## src/rtl/mem_stage_lsu_pkg.sv

```systemverilog
// Shared pipeline definitions for the memory stage: access-size codes,
// LSU FSM states and writeback mux select encodings.
package mem_stage_lsu_pkg;

    localparam int unsigned XLEN = 64;

    // func3 access size/sign codes
    localparam logic [2:0] MEM_B  = 3'd0;
    localparam logic [2:0] MEM_H  = 3'd1;
    localparam logic [2:0] MEM_W  = 3'd2;
    localparam logic [2:0] MEM_D  = 3'd3;
    localparam logic [2:0] MEM_BU = 3'd4;
    localparam logic [2:0] MEM_HU = 3'd5;
    localparam logic [2:0] MEM_WU = 3'd6;

    // Writeback mux select encodings
    localparam logic [2:0] RESULT_SRC_ALU = 3'd0;
    localparam logic [2:0] RESULT_SRC_MEM = 3'd1;
    localparam logic [2:0] RESULT_SRC_PC4 = 3'd2;
    localparam logic [2:0] RESULT_SRC_IMM = 3'd3;
    localparam logic [2:0] RESULT_SRC_PCT = 3'd4;

    typedef enum logic [0:0] {
        StIdle,
        StWait
    } t_lsu_state;

    // Low address bits that must be zero for an access of 2**size_log2 bytes.
    function automatic logic [2:0] offset_mask(input logic [1:0] size_log2);
        logic [2:0] mask;
        case (size_log2)
            2'd0:    mask = 3'b000;
            2'd1:    mask = 3'b001;
            2'd2:    mask = 3'b011;
            default: mask = 3'b111;
        endcase
        return mask;
    endfunction

    // Unshifted byte-enable pattern for an access of 2**size_log2 bytes.
    function automatic logic [7:0] size_byte_mask(input logic [1:0] size_log2);
        logic [7:0] mask;
        case (size_log2)
            2'd0:    mask = 8'h01;
            2'd1:    mask = 8'h03;
            2'd2:    mask = 8'h0F;
            default: mask = 8'hFF;
        endcase
        return mask;
    endfunction

endpackage

```

## src/rtl/mem_stage_lsu_align.sv

```systemverilog
// Combinational lane steering for 64-bit data memory accesses: byte enables,
// store data shifting and load data alignment/extension.
module mem_stage_lsu_align
    import mem_stage_lsu_pkg::*;
(
    input  logic [2:0]      i_func3,
    input  logic [2:0]      i_offset,
    input  logic [XLEN-1:0] i_store_data,
    input  logic [XLEN-1:0] i_rdata,
    output logic [7:0]      o_be,
    output logic [XLEN-1:0] o_wdata,
    output logic [XLEN-1:0] o_load_data
);

    logic [XLEN-1:0] shifted;

    assign o_be    = size_byte_mask(i_func3[1:0]) << i_offset;
    assign o_wdata = i_store_data << {i_offset, 3'b000};

    always_comb begin
        shifted     = i_rdata >> {i_offset, 3'b000};
        o_load_data = shifted;
        case (i_func3)
            MEM_B:   o_load_data = {{56{shifted[7]}}, shifted[7:0]};
            MEM_H:   o_load_data = {{48{shifted[15]}}, shifted[15:0]};
            MEM_W:   o_load_data = {{32{shifted[31]}}, shifted[31:0]};
            MEM_BU:  o_load_data = {56'd0, shifted[7:0]};
            MEM_HU:  o_load_data = {48'd0, shifted[15:0]};
            MEM_WU:  o_load_data = {32'd0, shifted[31:0]};
            // MEM_D and the unused code 7 both take the full doubleword
            default: o_load_data = shifted;
        endcase
    end

endmodule

```

## src/rtl/mem_stage_lsu.sv

```systemverilog
// Memory stage: drives the data memory req/ack handshake, stalls upstream while
// an access is outstanding, and loads the memory/writeback pipeline register.
module mem_stage_lsu
    import mem_stage_lsu_pkg::*;
#(
    parameter int unsigned DATA_WIDTH = 64,
    parameter int unsigned ADDR_WIDTH = 64,
    parameter int unsigned REG_ADDR_W = 5
) (
    input  logic                    i_clk,
    input  logic                    i_arst,
    input  logic [2:0]              i_result_src,
    input  logic                    i_mem_re,
    input  logic                    i_mem_we,
    input  logic                    i_reg_we,
    input  logic [2:0]              i_func3,
    input  logic [ADDR_WIDTH-1:0]   i_pc_plus4,
    input  logic [ADDR_WIDTH-1:0]   i_pc_target,
    input  logic [DATA_WIDTH-1:0]   i_imm_ext,
    input  logic [DATA_WIDTH-1:0]   i_alu_result,
    input  logic [DATA_WIDTH-1:0]   i_write_data,
    input  logic [REG_ADDR_W-1:0]   i_rd_addr,
    output logic                    o_dmem_req,
    output logic                    o_dmem_we,
    output logic [ADDR_WIDTH-1:0]   o_dmem_addr,
    output logic [DATA_WIDTH-1:0]   o_dmem_wdata,
    output logic [DATA_WIDTH/8-1:0] o_dmem_be,
    input  logic                    i_dmem_ack,
    input  logic [DATA_WIDTH-1:0]   i_dmem_rdata,
    output logic                    o_stall,
    output logic                    o_misaligned,
    output logic [2:0]              o_result_src,
    output logic                    o_reg_we,
    output logic [REG_ADDR_W-1:0]   o_rd_addr,
    output logic [ADDR_WIDTH-1:0]   o_pc_plus4,
    output logic [ADDR_WIDTH-1:0]   o_pc_target,
    output logic [DATA_WIDTH-1:0]   o_imm_ext,
    output logic [DATA_WIDTH-1:0]   o_alu_result,
    output logic [DATA_WIDTH-1:0]   o_read_data
);

    t_lsu_state state_q, state_d;

    logic                  mem_op;
    logic                  is_load;
    logic                  misaligned;
    logic                  mem_fault;
    logic [DATA_WIDTH-1:0] load_data;

    logic [2:0]            result_src_q;
    logic                  reg_we_q;
    logic [REG_ADDR_W-1:0] rd_addr_q;
    logic [ADDR_WIDTH-1:0] pc_plus4_q;
    logic [ADDR_WIDTH-1:0] pc_target_q;
    logic [DATA_WIDTH-1:0] imm_ext_q;
    logic [DATA_WIDTH-1:0] alu_result_q;
    logic [DATA_WIDTH-1:0] read_data_q;
    logic                  misaligned_q;

    assign mem_op     = i_mem_re | i_mem_we;
    // a combined re/we request is treated as a store
    assign is_load    = i_mem_re & ~i_mem_we;
    assign misaligned = (i_alu_result[2:0] & offset_mask(i_func3[1:0])) != 3'b000;
    assign mem_fault  = mem_op & misaligned;

    mem_stage_lsu_align u_align (
        .i_func3      (i_func3),
        .i_offset     (i_alu_result[2:0]),
        .i_store_data (i_write_data),
        .i_rdata      (i_dmem_rdata),
        .o_be         (o_dmem_be),
        .o_wdata      (o_dmem_wdata),
        .o_load_data  (load_data)
    );

    // Address, be and wdata come straight from the stalled execute register,
    // so they stay stable for the whole WAIT period.
    assign o_dmem_addr = {i_alu_result[ADDR_WIDTH-1:3], 3'b000};
    assign o_dmem_we   = o_dmem_req & i_mem_we;

    always_comb begin
        state_d    = state_q;
        o_dmem_req = 1'b0;
        o_stall    = 1'b0;
        if (!i_arst) begin
            case (state_q)
                StIdle: begin
                    if (mem_op && !misaligned) begin
                        o_dmem_req = 1'b1;
                        if (!i_dmem_ack) begin
                            o_stall = 1'b1;
                            state_d = StWait;
                        end
                    end
                end
                StWait: begin
                    o_dmem_req = 1'b1;
                    o_stall    = ~i_dmem_ack;
                    if (i_dmem_ack) begin
                        state_d = StIdle;
                    end
                end
                default: state_d = StIdle;
            endcase
        end
    end

    always_ff @(posedge i_clk) begin
        if (i_arst) begin
            state_q <= StIdle;
        end else begin
            state_q <= state_d;
        end
    end

    // A stalled cycle inserts a bubble so an outstanding load writes back once.
    always_ff @(posedge i_clk) begin
        if (i_arst) begin
            result_src_q <= '0;
            reg_we_q     <= 1'b0;
            rd_addr_q    <= '0;
            pc_plus4_q   <= '0;
            pc_target_q  <= '0;
            imm_ext_q    <= '0;
            alu_result_q <= '0;
            read_data_q  <= '0;
            misaligned_q <= 1'b0;
        end else if (o_stall) begin
            reg_we_q     <= 1'b0;
            misaligned_q <= 1'b0;
        end else begin
            result_src_q <= i_result_src;
            reg_we_q     <= i_reg_we & ~mem_fault;
            rd_addr_q    <= i_rd_addr;
            pc_plus4_q   <= i_pc_plus4;
            pc_target_q  <= i_pc_target;
            imm_ext_q    <= i_imm_ext;
            alu_result_q <= i_alu_result;
            read_data_q  <= (is_load && !misaligned) ? load_data : '0;
            misaligned_q <= mem_fault;
        end
    end

    assign o_result_src = result_src_q;
    assign o_reg_we     = reg_we_q;
    assign o_rd_addr    = rd_addr_q;
    assign o_pc_plus4   = pc_plus4_q;
    assign o_pc_target  = pc_target_q;
    assign o_imm_ext    = imm_ext_q;
    assign o_alu_result = alu_result_q;
    assign o_read_data  = read_data_q;
    assign o_misaligned = misaligned_q;

endmodule

```

## config.mk

```make
export PLATFORM = sky130hd
export DESIGN_NAME = mem_stage_lsu
export DESIGN_NICKNAME = d
export VERILOG_FILES = /design/src/rtl/mem_stage_lsu_pkg.sv /design/src/rtl/mem_stage_lsu_align.sv /design/src/rtl/mem_stage_lsu.sv
export SDC_FILE = /design/constraint.sdc
export NUM_CORES = 1
export LEC_CHECK = 0
export BUFFER_PORTS_ARGS = -buffer_cell sky130_fd_sc_hd__buf_2
export CORE_AREA = 5 5 340 342
export DETAILED_ROUTE_END_ITERATION = 12
export DIE_AREA = 0 0 345 347
export PLACE_DENSITY = 0.4
export SETUP_SLACK_MARGIN = 0.15
export SLEW_MARGIN = 20
export SYNTH_ARGS = -nofsm -noshare
export SYNTH_HDL_FRONTEND = slang
export SYNTH_SLANG_ARGS = --single-unit
```

## constraint.sdc

```tcl
create_clock -name i_clk -period 1.8 [get_ports i_clk]
set_clock_uncertainty 0.15 [all_clocks]
set_input_delay 0 -clock i_clk [delete_from_list [all_inputs] [get_ports i_clk]]
set_output_delay 0 -clock i_clk [all_outputs]
set_load 0.1 [all_outputs]
```

# Yosys cells after proc, flatten, opt, wreduce, memory -nomap -nowiden
# Cells that the tools add are included.
dict set report word_totals {
  reg_bits 331
  inputBits 401
  out_inout_bits 469
  wordCells 49
}
dict set report op_classes {
  n_eq_ne 7
  shifts 3
  n_mux 12
  n_bitwise 10
  n_reduce_logical 7
}
# operator count
set ops {}
lappend ops {{one-hot mux 64 bit (6 select lines)} 1}
lappend ops {{2-to-1 mux 64 bit} 1}
lappend ops {{<< shifter 64 x 6 -> 64 bit} 1}
lappend ops {{>> shifter 64 x 6 -> 64 bit} 1}
lappend ops {{one-hot mux 8 bit (3 select lines)} 1}
lappend ops {{equality test 3 bit, second input constant} 3}
lappend ops {{one-hot mux 3 bit (3 select lines)} 1}
lappend ops {{<< shifter 8 x 3 -> 8 bit} 1}
lappend ops {{one-hot mux 1 bit (2 select lines)} 3}
lappend ops {{2-to-1 mux 1 bit} 5}
lappend ops {{bitwise AND 1 bit} 4}
lappend ops {{NOT 1 bit} 4}
lappend ops {{bitwise AND 3 bit} 1}
lappend ops {{equality test 3 x 1 -> 1 bit, second input constant} 1}
lappend ops {{equality test 3 x 2 -> 1 bit, second input constant} 1}
lappend ops {{logical NOT 3 bit} 1}
lappend ops {{nonzero test 3 bit} 1}
lappend ops {{equality test 2 x 1 -> 1 bit, second input constant} 1}
lappend ops {{equality test 2 bit, second input constant} 1}
lappend ops {{logical AND 1 bit} 2}
lappend ops {{logical NOT 2 bit} 1}
lappend ops {{OR reduction 2 bit} 1}
lappend ops {{logical NOT 1 bit} 1}
lappend ops {{OR 1 bit} 1}

# Longest topological paths before layout
# Gate-level depths: netlist (run 1).
dict set report logic_depth {
  ltp_word 10
  mapped_depth 10
  mapped_depth_nobuf 5
}

# By module
# A second synthesis (run 1) with hierarchy kept.
dict set report hier_totals {
  cells_unflattened 1474
  area_unflattened_um2 15254.6
}
# mod instances cells_each area_each_um2 seq_area_each_um2
set by_module_without_submodules {}
lappend by_module_without_submodules {mem_stage_lsu 1 891 10840.4 6626.4}
lappend by_module_without_submodules {mem_stage_lsu_align 1 583 4414.2 0.0}

# Worst setup path after synthesis (run 1)
# Ideal clock, no wire load.
dict set report synth_path {
  path_type {input to output}
  start {input port i_alu_result[1]}
  end {output port o_dmem_be[2]}
  t_arrival_ns 3.422
  t_required_ns 1.650
  path_slack_ns -1.772
  stages 7
  n_path_buf 5
  cell_sequence {buf_6 > buf_2 > buf_2 > buf_1 > buf_1 > nor2_1 > a211oi_1}
}
dict set report synth_via {
  elab_chain_cells 1
}
# item line_no
set synth_lines {}
lappend synth_lines {{from (decl)} mem_stage_lsu.sv:20} ;# input logic [DATA_WIDTH-1:0] i_alu_result,
lappend synth_lines {{<< shifter 8 x 3 -> 8 bit} mem_stage_lsu_align.sv:17} ;# assign o_be = size_byte_mask(i_func3[1:0]) << i_offset;
lappend synth_lines {{to (decl)} mem_stage_lsu.sv:27} ;# output logic [DATA_WIDTH/8-1:0] o_dmem_be,
# No other way between the ends.

# Final worst setup path (run 1)
dict set report layout_path {
  start {input port i_alu_result[1]}
  end {register read_data_q[53], in the netlist o_read_data[53]}
}
dict set report layout_via {
  elab_chain_cells 7
  elab_cells_between_ends 11
  classes_between {shift (1); mux (5); bitwise (1); reduce/logical (4)}
}
# item line_no
set layout_lines {}
lappend layout_lines {{branches (longest 7 deep; another with >> shifter 64 x 6 -> 64 bit)} -}
lappend layout_lines {{to (signal assigned)} mem_stage_lsu.sv:139} ;# read_data_q <= (is_load && !misaligned) ? load_data : '0;
lappend layout_lines {{to (decl)} mem_stage_lsu.sv:57} ;# logic [DATA_WIDTH-1:0] read_data_q;
# Several ways; the timed one is not identified.
# A chain may end at the register's enable or synchronous reset.

==> results of run 1 <==
-- final timing paths --
kind	start	end	slack (ns)	cells after the start
min	i_arst	o_imm_ext[8]	-0.19	3
max	i_alu_result[1]	o_read_data[53]	-0.01	9
min reg2reg	o_pc_plus4[28]	o_pc_plus4[28]	0.29	2
max reg2reg	state_q	o_result_src[0]	0.07	8
-- cells in the mapped netlist (all sizes together), types with 2 or more instances --
| library cell | n | area share [%] |
|---|---|---|
| a31o | 4 | 0.22 |
| and2 | 17 | 0.68 |
| mux2i | 128 | 8.1 |
| o221ai | 2 | 0.11 |
| a21o | 2 | 0.095 |
| dfxtp | 331 | 42 |
| or2 | 3 | 0.12 |
| nor2 | 113 | 2.7 |
| a211oi | 14 | 0.70 |
| a22oi | 7 | 0.33 |
| o221a | 5 | 0.36 |
| a221o | 4 | 0.25 |
| o2bb2ai | 43 | 2.4 |
| o21ai | 41 | 1.3 |
| o22ai | 31 | 1.2 |
| a211o | 22 | 1.2 |
| nand2 | 564 | 13 |
| o21a | 2 | 0.095 |
| a21oi | 311 | 9.9 |
| clkbuf | 62 | 1.5 |
| nor2b | 12 | 0.48 |
| inv | 9 | 0.21 |
| o211ai | 6 | 0.29 |
| nand2b | 9 | 0.36 |
| o2111ai | 5 | 0.28 |
| mux2 | 20 | 1.4 |
| mux4 | 10 | 1.4 |
| o32ai | 4 | 0.22 |
| a2bb2oi | 4 | 0.22 |
| buf | 170 | 6.9 |
| a31oi | 2 | 0.079 |
| a221oi | 5 | 0.32 |
| nor3 | 4 | 0.23 |
-- power groups by stage --
stage                     Clock, W  Combinational [W]  Sequential, W
after floorplan                  0            0.00370         0.0113
after global placement           0            0.00955        0.00815
after detailed placement         0            0.00953        0.00815
after CTS                  0.00942             0.0104        0.00800
after global routing       0.00966             0.0116        0.00807
final                      0.00906             0.0111        0.00801
-- repair_timing --
item                                    CTS  global route
gates resized for setup                  95           202
buffers inserted                         24            31
pin swaps                                20            40
endpoints found under the hold margin   330           210
hold buffers                            365             2
endpoints found under the setup margin   64           307
cloned                                    6            43
-- routing by layer --
metal,up-vias,part of all wire (%),track usage (%)
li1,9388,-,-
met4,6,4.1,6.114
met5,-,0.034,0
met1,9276,41,17.59
met3,178,6.1,3.569
met2,706,49,24.30
-- logic make-up after synthesis --
logic type | synth area share [%]
AND/OR/NAND/NOR | 18.25
AO/OA/AOI/OAI | 20.07
flip-flops | 42.09
buffers and inverters | 8.568
multiplexers | 11.00
other | 0.02382
-- stage by stage --
step	worst slack, ns	instance area (µm²)	setup TNS (ns)	hold slack, ns
after CTS	-0.06188	30140	-0.6374	-0.2134
after global routing	-0.06713	32220	-0.1452	-0.1703
after detailed placement	-0.3173	24300	-80.54	0.09877
final	-0.01139	32220	-0.03454	-0.1851
after floorplan	-0.1412	16890	-0.1617	-0.07321
after global placement	-0.3092	24300	-77.62	0.09475
-- state kept, by name (all words and copies together), names as in the netlist --
register      flops
o_pc_plus4       64
o_reg_we          1
o_pc_target      64
o_rd_addr         5
o_alu_result     64
o_misaligned      1
o_result_src      3
state_q           1
o_read_data      64
o_imm_ext        64
-- tightest hold or removal path, delay by kind of cell --
family | cells | cell delay (ns)
buffers and inverters | 2 | 0.33
AO/OA/AOI/OAI | 1 | 0.15
-- area by class of cell --
class / count / area [µm²] / area share, %
repair buffers: 1518 / 13150 / 40.83
multi-input cells: 1409 / 9055 / 28.10
flip-flops and latches: 331 / 6630 / 20.58
well taps: 1500 / 1877 / 5.825
clock buffers: 53 / 1132 / 3.514
clock inverters: 22 / 330.3 / 1.025
inverters: 9 / 33.78 / 0.1049
diodes: 3 / 7.507 / 0.02330
==> results.txt, run 1 <==
CP max-delay cell - dlygate4sd3_1
Worst Hold Class - input pin to flop
Share of layout cells above drive strength 1 - 43.63%
Routability cong. - 0.8565
Via count - 19.55k
Dpl hpwl - 69.90 mm
Drt drc - 0
Crit path buf inv count - 4
Worst path max stage delay - 0.59 ns
P per Cell Area - 875.2 mW/mm²
Vias per cell - 4.036
Total Power - 0.02820 W
CTS Buffer Depth - 3
Setup Viol. Count Final - 8
H-tree depth - 2
Die height - 347 µm
Comb pwr share - 39.5%
CTS tree - yes
Fill cells - 12.05k
Core area - 0.1120 mm²
Number of max-cap violations - 0
RSZ-0062 raised after global routing - true
Die footprint - 0.1197 mm²
Tot GR Track Use - 14.43%
Initial Util - 14.05%
Area grow syn2layout - 104.7%
Synth Instances - 1979
Commonest non-fill, non-tap cells in the layout - buf_2, nand2_1, dlygate4sd3_1
Final core occ - 28.76%
Minimum clock period - 1.811 ns
Nets@finish - 3712
Kind of end point of the critical path - flop
Buffers on Ports - 866
Status - complete, but fails checks
Gr ovfl total - 0
Max_slew headroom - 55.26%
Seq cells post-synth - 331
Row count - 123
Final-report hold violation count - 107
WL per Instance - 20.38 µm
Initial antenna violation count - 7
Crit Path Category - input pin to flop
Yosys cell types - 55
Largest fanout on the critical path - 8
Failing checks - negative hold slack, negative setup slack
Worst-Skew Late Latency - 0.59 ns
Clk pin slew, worst setup/hold paths - 0.06 ns
Netlist Area Pre-Place - 0.01574 mm²
Fin crit share - 100.6%
Largest net degree at the start of global routing - 120
Flop pwr share - 28.4%
Worst-margin pin slew - 0.6710 ns
Post-Syn Area per Cell - 7.955 µm²
Cell-internal power - 0.01673 W
Most common cell after layout, fill and taps aside - buf_2
Critical path arrival - 2.14 ns
Clk sinks - 331
Worst hold slack - -0.1851 ns
Fin cells - 4845
CP delay by family, top - buffers and inverters
Pre-antenna DRT Iters - 5
Placed insts - 4298
Most used cell, CP - buf_12
Critical Path RT - 2.13 ns
Vias in the first global route - 19.51k
Inserted Clock Buffers - 42
P_sw - 0.01146 W
Cell Chain, Critical Path - buf_12 -> mux2_2 -> dlygate4sd3_1 -> o2bb2a_4 -> and2_4 -> o31ai_4 -> buf_12 -> buf_6 -> o2bb2ai_1
Number of synthesized flops with an enable pin - 0
Chip width - 345 µm
First-pass GRT wire length - 132.5 mm
Fin worst setup slack - -0.01139 ns
CTS root buffer - clkbuf_16
WL final - 98.75 mm
Final ANT Viol Nets - 0
VDD IR max - 665.9 µV
DR iter-0 viols - 957
Leak pwr - 14.84 nW
Startpoint types - input pin
Ys flop type - dfxtp_1
IO Count - 870
Synth warn - 0
Sequential share of the synthesized area - 42.09%
Sw frac - 40.65%
Max Clock Freq - 552.1 MHz
Clock power share - 32.1%
Ys async rst share - 0%
Max-slew violations - 0
No activity file was read; power rests on OpenSTA's default activity.
==> run 2: changes to the inputs <==
--- a/config.mk
+++ b/config.mk
@@ -9,7 +9,6 @@
 export CORE_AREA = 5 5 340 342
 export DETAILED_ROUTE_END_ITERATION = 12
 export DIE_AREA = 0 0 345 347
-export PLACE_DENSITY = 0.4
 export SETUP_SLACK_MARGIN = 0.15
 export SLEW_MARGIN = 20
 export SYNTH_ARGS = -nofsm -noshare
==> results.txt, run 2 (synthesized netlist as in run 1, its figures left out) <==
Core area - 0.1120 mm² (unchanged)
CTS root buffer - clkbuf_16
Die footprint - 0.1197 mm² (unchanged)
CTS tree - yes
Leak pwr - 14.61 nW (-1.5%)
Initial Util - 14.05% (unchanged)
Max-slew violations - 0 (unchanged)
IO Count - 870 (unchanged)
Max_slew headroom - 46.70% (-8.6 points)
CTS Buffer Depth - 3 (unchanged)
Die height - 347 µm (unchanged)
Share of layout cells above drive strength 1 - 42.92% (-0.71 points)
Fill cells - 11.72k (-2.8%)
Vias per cell - 4.211 (+4.3%)
Worst hold slack - -0.3355 ns (-0.1504 ns)
Drt drc - 0 (unchanged)
Fin crit share - 99.66% (-0.98 points)
Vias in the first global route - 19.73k (+1.1%)
Inserted Clock Buffers - 44 (+4.8%)
Final instance area - 0.03175 mm² (-1.4%)
Dpl hpwl - 70.03 mm (+0.19%)
Area after DPL - 0.02439 mm² (+0.37%)
Startpoint types - input pin
Most common cell after layout, fill and taps aside - buf_2
Area grow syn2layout - 101.7%
Via count - 20.43k (+4.5%)
Pre-antenna DRT Iters - 7 (+2)
Worst-margin pin slew - 0.7995 ns (+0.1284 ns)
First-pass GRT wire length - 134.1 mm (+1.2%)
CP max-delay cell - dlygate4sd3_1
RSZ-0062 raised after global routing - true
Nets@finish - 3707 (-0.13%)
H-tree depth - 2 (unchanged)
Setup tns final - 0 ns (+0.03454 ns)
Tot GR Track Use - 14.54% (+0.10 points)
Buffers on Ports - 866 (unchanged)
Worst Hold Class - input pin to flop
Kind of end point of the critical path - flop
DR iter-0 viols - 1703 (+78%)
WL per Instance - 20.33 µm (-0.26%)
Worst-Skew Late Latency - 0.58 ns (about the same)
Total Power - 0.02818 W (about the same)
Crit Path Category - input pin to flop
Status - complete, but fails checks
Number of max-cap violations - 0 (unchanged)
P per Cell Area - 887.3 mW/mm² (+1.4%)
Largest net degree at the start of global routing - 147 (+23%)
WL final - 98.64 mm (-0.12%)
Largest fanout on the critical path - 12 (+4)
Final-report hold violation count - 12 (-89%)
Routability cong. - 0.9149 (+6.8%)
VDD IR max - 733.0 µV (+10%)
Final ANT Viol Nets - 0 (unchanged)
Critical path arrival - 2.12 ns (-0.02 ns)
Clk pin slew, worst setup/hold paths - 0.06 ns (about the same)
Max Clock Freq - 557.5 MHz (+0.98%)
Clk sinks - 331 (unchanged)
Commonest non-fill, non-tap cells in the layout - buf_2, nand2_1, dlygate4sd3_1
Initial antenna violation count - 16 (+9)
Crit path buf inv count - 4 (unchanged)
Chip width - 345 µm (unchanged)
Row count - 123 (unchanged)
Failing checks - negative hold slack
Critical Path RT - 2.13 ns (about the same)
CP delay by family, top - buffers and inverters
Setup Viol. Count Final - 0 (-8)
Worst path max stage delay - 0.64 ns (+0.05 ns)
Cell Chain, Critical Path - buf_4 -> buf_8 -> dlygate4sd3_1 -> o21ai_0 -> a41o_1 -> o31ai_4 -> clkbuf_16 -> o2bb2ai_1
Gr ovfl total - 0 (unchanged)
Minimum clock period - 1.794 ns (-0.01755 ns)
## run 2: metal layers
| metal | routed length (µm) | global-route usage, % | vias to the layer above |
|---|---|---|---|
| li1 | - | - | 9396 |
| met1 | 40950 | 18.34 | 9807 |
| met2 | 45530 | 23.79 | 1004 |
| met3 | 8101 | 3.949 | 221 |
| met4 | 4032 | 5.410 | 4 |
| met5 | 26 | 0 | - |
## run 2: where the power goes
part           total, W  internal [W]  switching [W]
registers       0.00804       0.00778       0.000265
logic            0.0110       0.00335        0.00764
clock network   0.00914       0.00549        0.00364
## run 2: final timing paths
path	endpoint	slack [ns]	start	cells after the start
setup / recovery	o_read_data[59]	0.006	i_alu_result[2]	8
hold / removal	o_pc_target[53]	-0.34	i_arst	3
setup reg to reg	o_read_data[8]	0.07	state_q	7
hold reg to reg	o_pc_target[28]	0.29	o_pc_target[28]	2
## run 2: repair_timing
| action | CTS | global route |
|---|---|---|
| gates resized for setup | 76 | 156 |
| hold buffers | 366 | 10 |
| endpoints found under the setup margin | 81 | 224 |
| buffers inserted | 19 | 50 |
| pin swaps | 9 | 54 |
| cloned | 6 | 24 |
| endpoints found under the hold margin | 326 | 20 |
## run 2: area by class of cell
cell class / instances / area [µm²] / share of cell area, %
tap: 1500 / 1877 / 5.911
clock inverter: 18 / 242.7 / 0.7644
timing repair buffer: 1511 / 12730 / 40.10
multi-input combinational: 1409 / 8950 / 28.19
inverter: 9 / 33.78 / 0.1064
sequential: 331 / 6630 / 20.88
antenna: 13 / 32.53 / 0.1025
clock buffer: 61 / 1255 / 3.952
## run 2: tightest hold or removal path, delay by kind of cell
family	cells	cell delay, ns
buf+inv	2	0.28
compound gates	1	0.05
## run 2: stage by stage
stage / setup slack (ns) / utilization, % / instances
6_report: 0.006166 / 28.34 / 4852
3_5_place_dp: -0.2451 / 21.77 / 4290
5_1_grt: -0.05931 / 28.33 / 4845
4_1_cts: -0.01026 / 26.91 / 4760
3_3_place_gp: -0.2281 / 21.77 / 4290
2_1_floorplan: -0.1412 / - / 1981
